<file path="config.mk">
export PLATFORM = sky130hd
export DESIGN_NAME = med_ctrl
export DESIGN_NICKNAME = d
export VERILOG_FILES = /design/src/rtl/med_ctrl.sv
export SDC_FILE = /design/constraint.sdc
export NUM_CORES = 1
export LEC_CHECK = 0
export ABC_AREA = 1
export BUFFER_PORTS_ARGS = -buffer_cell sky130_fd_sc_hd__buf_2
export CORE_ASPECT_RATIO = 1.75
export CORE_MARGIN = 3
export CORE_UTILIZATION = 60
export CTS_CLUSTER_DIAMETER = 80
export DETAILED_ROUTE_END_ITERATION = 7
export GPL_ROUTABILITY_DRIVEN = 0
export PLACE_DENSITY = 0.95
export SLEW_MARGIN = 40
export SYNTH_ARGS = -nofsm -noshare
export SYNTH_HDL_FRONTEND = slang
export SYNTH_SLANG_ARGS = --single-unit
export TNS_END_PERCENT = 10
</file>
<file path="constraint.sdc">
create_clock -name CLK -period 2.2 [get_ports CLK]
set_clock_uncertainty 0.05 [all_clocks]
set_input_delay 0.66 -clock CLK [delete_from_list [all_inputs] [get_ports CLK]]
set_output_delay 0.66 -clock CLK [all_outputs]
set_load 0.01 [all_outputs]
</file>
<file path="src/rtl/med_ctrl.sv">
// Sequencer for the MED compare/shift cell: loads a P-sample burst, runs the bubble pass schedule, captures the median.
// Latency first sample -> DSO is P + N*P - N + 1 cycles (50 for P=9); samples offered while BUSY are dropped and flagged in ERR.
module med_ctrl #(
   parameter int W = 8,
   parameter int P = 9
) (
   input  logic         CLK,
   input  logic         nRST,
   input  logic         DSI,
   input  logic         ERR_CLR,
   input  logic [W-1:0] CELL_DO,
   output logic         CELL_DSI,
   output logic         CELL_BYP,
   output logic         BUSY,
   output logic         DSO,
   output logic [W-1:0] DO,
   output logic         ERR
);

   localparam int N  = (P + 1) / 2;
   localparam int CW = $clog2(P) + 1;

   localparam logic [CW-1:0] LD_LAST   = CW'(P - 1);
   localparam logic [CW-1:0] CMP_LAST0 = CW'(P - 2);
   localparam logic [CW-1:0] PASS_LAST = CW'(N - 1);

   typedef enum logic [2:0] {
      S_IDLE,
      S_LOAD,
      S_CMP,
      S_BYPS,
      S_DONE
   } state_t;

   state_t         state_q, state_d;
   logic [CW-1:0]  ld_q, ld_d;
   logic [CW-1:0]  pass_q, pass_d;
   logic [CW-1:0]  cyc_q, cyc_d;
   logic           dso_q, dso_d;
   logic [W-1:0]   do_q, do_d;
   logic           err_q, err_d;
   logic           err_set;
   logic           busy;

   assign busy     = (state_q == S_CMP) || (state_q == S_BYPS) || (state_q == S_DONE);
   assign CELL_DSI = DSI && ((state_q == S_IDLE) || (state_q == S_LOAD));
   assign CELL_BYP = (state_q != S_CMP);
   assign BUSY     = busy;
   assign DSO      = dso_q;
   assign DO       = do_q;
   assign ERR      = err_q;

   always_comb begin
      state_d = state_q;
      ld_d    = ld_q;
      pass_d  = pass_q;
      cyc_d   = cyc_q;
      do_d    = do_q;
      dso_d   = 1'b0;
      err_set = 1'b0;

      case (state_q)
         S_IDLE: begin
            if (DSI) begin
               state_d = S_LOAD;
               ld_d    = CW'(1);
            end
         end
         S_LOAD: begin
            if (!DSI) begin
               err_set = 1'b1;
               state_d = S_IDLE;
               ld_d    = '0;
            end else if (ld_q == LD_LAST) begin
               state_d = S_CMP;
               ld_d    = '0;
               pass_d  = '0;
               cyc_d   = '0;
            end else begin
               ld_d = ld_q + CW'(1);
            end
         end
         // Pass k compares P-1-k pairs; the last pass skips its bypass tail.
         S_CMP: begin
            if (cyc_q == CMP_LAST0 - pass_q) begin
               cyc_d   = '0;
               state_d = (pass_q == PASS_LAST) ? S_DONE : S_BYPS;
            end else begin
               cyc_d = cyc_q + CW'(1);
            end
         end
         S_BYPS: begin
            if (cyc_q == pass_q) begin
               state_d = S_CMP;
               cyc_d   = '0;
               pass_d  = pass_q + CW'(1);
            end else begin
               cyc_d = cyc_q + CW'(1);
            end
         end
         S_DONE: begin
            do_d    = CELL_DO;
            dso_d   = 1'b1;
            pass_d  = '0;
            state_d = S_IDLE;
         end
         default: begin
            state_d = S_IDLE;
         end
      endcase

      if (busy && DSI) begin
         err_set = 1'b1;
      end
      err_d = err_set || (err_q && !ERR_CLR);
   end

   always_ff @(posedge CLK or negedge nRST) begin
      if (!nRST) begin
         state_q <= S_IDLE;
         ld_q    <= '0;
         pass_q  <= '0;
         cyc_q   <= '0;
         dso_q   <= 1'b0;
         do_q    <= '0;
         err_q   <= 1'b0;
      end else begin
         state_q <= state_d;
         ld_q    <= ld_d;
         pass_q  <= pass_d;
         cyc_q   <= cyc_d;
         dso_q   <= dso_d;
         do_q    <= do_d;
         err_q   <= err_d;
      end
   end

endmodule

</file>
==> flow_summary.ini <==
[worst_setup_path]
ff2ff_setup_slack_ps = 460
crit_fanout = 4
r2r_cells = 9
critPathArrivalTime_ps = 1380
r2r-end = state_q[0]
cp_slowest_cell = dfrtp_1
crit_type = flip-flop to output pin
r2r_start = ld_q[0]
start_kind = flip-flop
worstPathRequired_ps = 1490
path_cells = nor2_1 > nand3_1 > nand2_1 > buf_2
cpPeakStageDelay_ps = 440
end_kind = output pin

[place]
portBuffers = 24
placedCellCount = 254
place_hpwl_um = 2560

[drt]
drt_iter0_markers = 59
postRouteAntennaNets = 0
viasPerCell = 5.58
route.detailed.drc = 0
num_vias = 1452
drt_wl_total_um = 3590
wl_per_cell_um = 13.8
drt-pass1-iter-count = 4

[sta]
min_period_ps = 2090
drv_slew = 0
relSlewSlack_pct = 59.2
setup_viol = 0
clock.fmax_mhz = 479
tightest_slew_ps = 612
post-route-period-util_pct = 94.9
hold_viol = 0
hold_ws_ps = 335

[yosys]
avgSynthCellArea_um2 = 7.60
ys_ff_latch = 28
yosysWarnings = 0
syn_nets = 223
synth.distinct_cells = 27
syn-cell-area_um2 = 1570
yosysTopAreaCell = dfrtp_1
seq_area_frac_synth_pct = 44.7
yosys-top-cells-area = dfrtp_1 45%, nand2_1 20%, inv_1 4.3%
yosysTopAreaCellShare_pct = 44.7
syn_inst = 206

[cts]
clk_latency_ps = 270
cts_tree = done
clkTransAtPathRegs_ps = 90
cts.sinks = 28
cts-root-buf = clkbuf_8
cts_buffer_depth = 2
cts_inserted_buffers = 3
cts_max_level = 1

[status]
status = complete, no violations

[finish]
multiInputGateArea_um2 = 772
areaGrowthSynthToFinish_pct = 13.9
fin_cells = 260
diodes = 0
seq_area_um2 = 701
drive_above_1_share_pct = 18.7
layout.nets = 253
fillers = 189

[floorplan]
core_um2 = 2390
io_pins = 25
fp.dieW_um = 44.6
initial_core_util_pct = 65.6
row_count = 23
die_y_um = 73.6
die-area_um2 = 3280

[power_and_ir_drop]
p_leak_nw = 0.904
vdd_drop_max_mv = 0.865
p_per_area_nw_per_um2 = 1030

[global_route]
overflow = 0
grt_max_degree = 29
antenna_found_initial = 0
first_global_vias = 1366
grt_pass1_wl_um = 5800
track_usage_pct = 23.7

[hold_path]
hp-class = input pin to async pin

[flow_run]
max-cap-violations = 0
[sequential cells by signal, indices dropped and copies added, names as in the netlist]
register / flops
DSO: 1
state_q: 3
DO: 8
pass_q: 5
ld_q: 5
cyc_q: 5
ERR: 1
[power by group]
part | internal, W | switching [W] | leakage [nW] | total (W)
combinational | 0.000268 | 0.000514 | 0.543 | 0.000782
clock | 0.000160 | 0.000158 | 0.0288 | 0.000318
sequential | 0.000621 | 0.000122 | 0.332 | 0.000743
[worst max-delay path, delay by kind of cell (launching register included)]
family | cells | cell delay, ps
and+or+nand+nor | 3 | 530
DFF | 1 | 440
buffers and inverters | 1 | 130
[cell usage after synthesis]
cell type  count
a21o_1         1
a21oi_1        5
and3_1         1
buf_4          1
clkbuf_1       1
clkinv_1       1
dfrtp_1       28
ha_1           5
inv_1         18
inv_2          3
nand2_1       85
nand2_2        2
nand3_1       12
nand4_1        4
nor2_1        11
nor2_2         2
nor3_1         2
nor3_2         1
nor3_4         2
o21ai_0       10
o21ai_1        1
o21ai_2        1
o21bai_4       1
or2_0          1
or2_2          1
xnor2_1        1
xor2_1         5
[per-layer routing]
metal	global-route usage, %	part of all wire [%]
met5	0	0
met4	10.7	4.3
met3	2.70	4.8
met2	44.3	54
met1	25.1	37
[timing repair]
action	4_1_cts	5_1_grt
setup buffers	0	2
endpoints found under the hold margin	0	0
hold buffers	0	0
endpoints found under the setup margin	0	1
resized for setup	0	0
[through the flow]
step	power [W]	util (%)	instance area [um^2]	TNS, ps	setup WS [ps]
2_1_floorplan	0.00128	-	1570	0	270
3_3_place_gp	0.00146	71.8	1710	0	283
3_5_place_dp	0.00149	71.8	1710	0	272
4_1_cts	0.00183	74.1	1770	0	79.6
5_1_grt	0.00197	74.7	1780	-17.4	-17.4
6_report	0.00184	74.7	1780	0	112
[cell type report]
type	instances	share of cell area [%]
clock buffer	4	3.09
multi-input combinational	154	43.3
tap	25	1.75
timing repair buffer	27	7.99
sequential	28	39.3
inverter	22	4.63
[how the worst max path moves through the flow]
stage	start	end	slack, ps	cells after the start
after floorplan	DSI	CELL_DSI	270	3
after global placement	DSI	CELL_DSI	280	4
after detailed placement	DSI	CELL_DSI	270	4
after CTS	state_q[2]	CELL_DSI	80	4
after global routing	state_q[1]	CELL_DSI	-20	4
final	state_q[1]	CELL_DSI	110	4
[kinds of logic (layout without fill, tap and decap cells)]
group / count (synthesis) / after routing / synth area share [%]
xor gates and xnor gates: 6 / 6 / 3.35
buffers and inverters: 24 / 53 / 5.99
DFF: 28 / 28 / 44.7
adders and majority gates: 5 / 5 / 3.99
AOI/OAI and AO/OA: 19 / 19 / 7.35
and+or+nand+nor: 124 / 124 / 34.6
[placed cells by master, fill, tap and decap left out, types with 2 or more instances in the layout]
master,instances
nand2_1,85
dfrtp_1,28
buf_2,24
inv_1,18
nand3_1,12
nor2_1,11
o21ai_0,10
a21oi_1,5
xor2_1,5
ha_1,5
nand4_1,4
clkbuf_8,4
inv_2,3
buf_4,3
nor3_4,2
nor2_2,2
nand2_2,2
nor3_1,2
(Power assumes the default switching activity.)
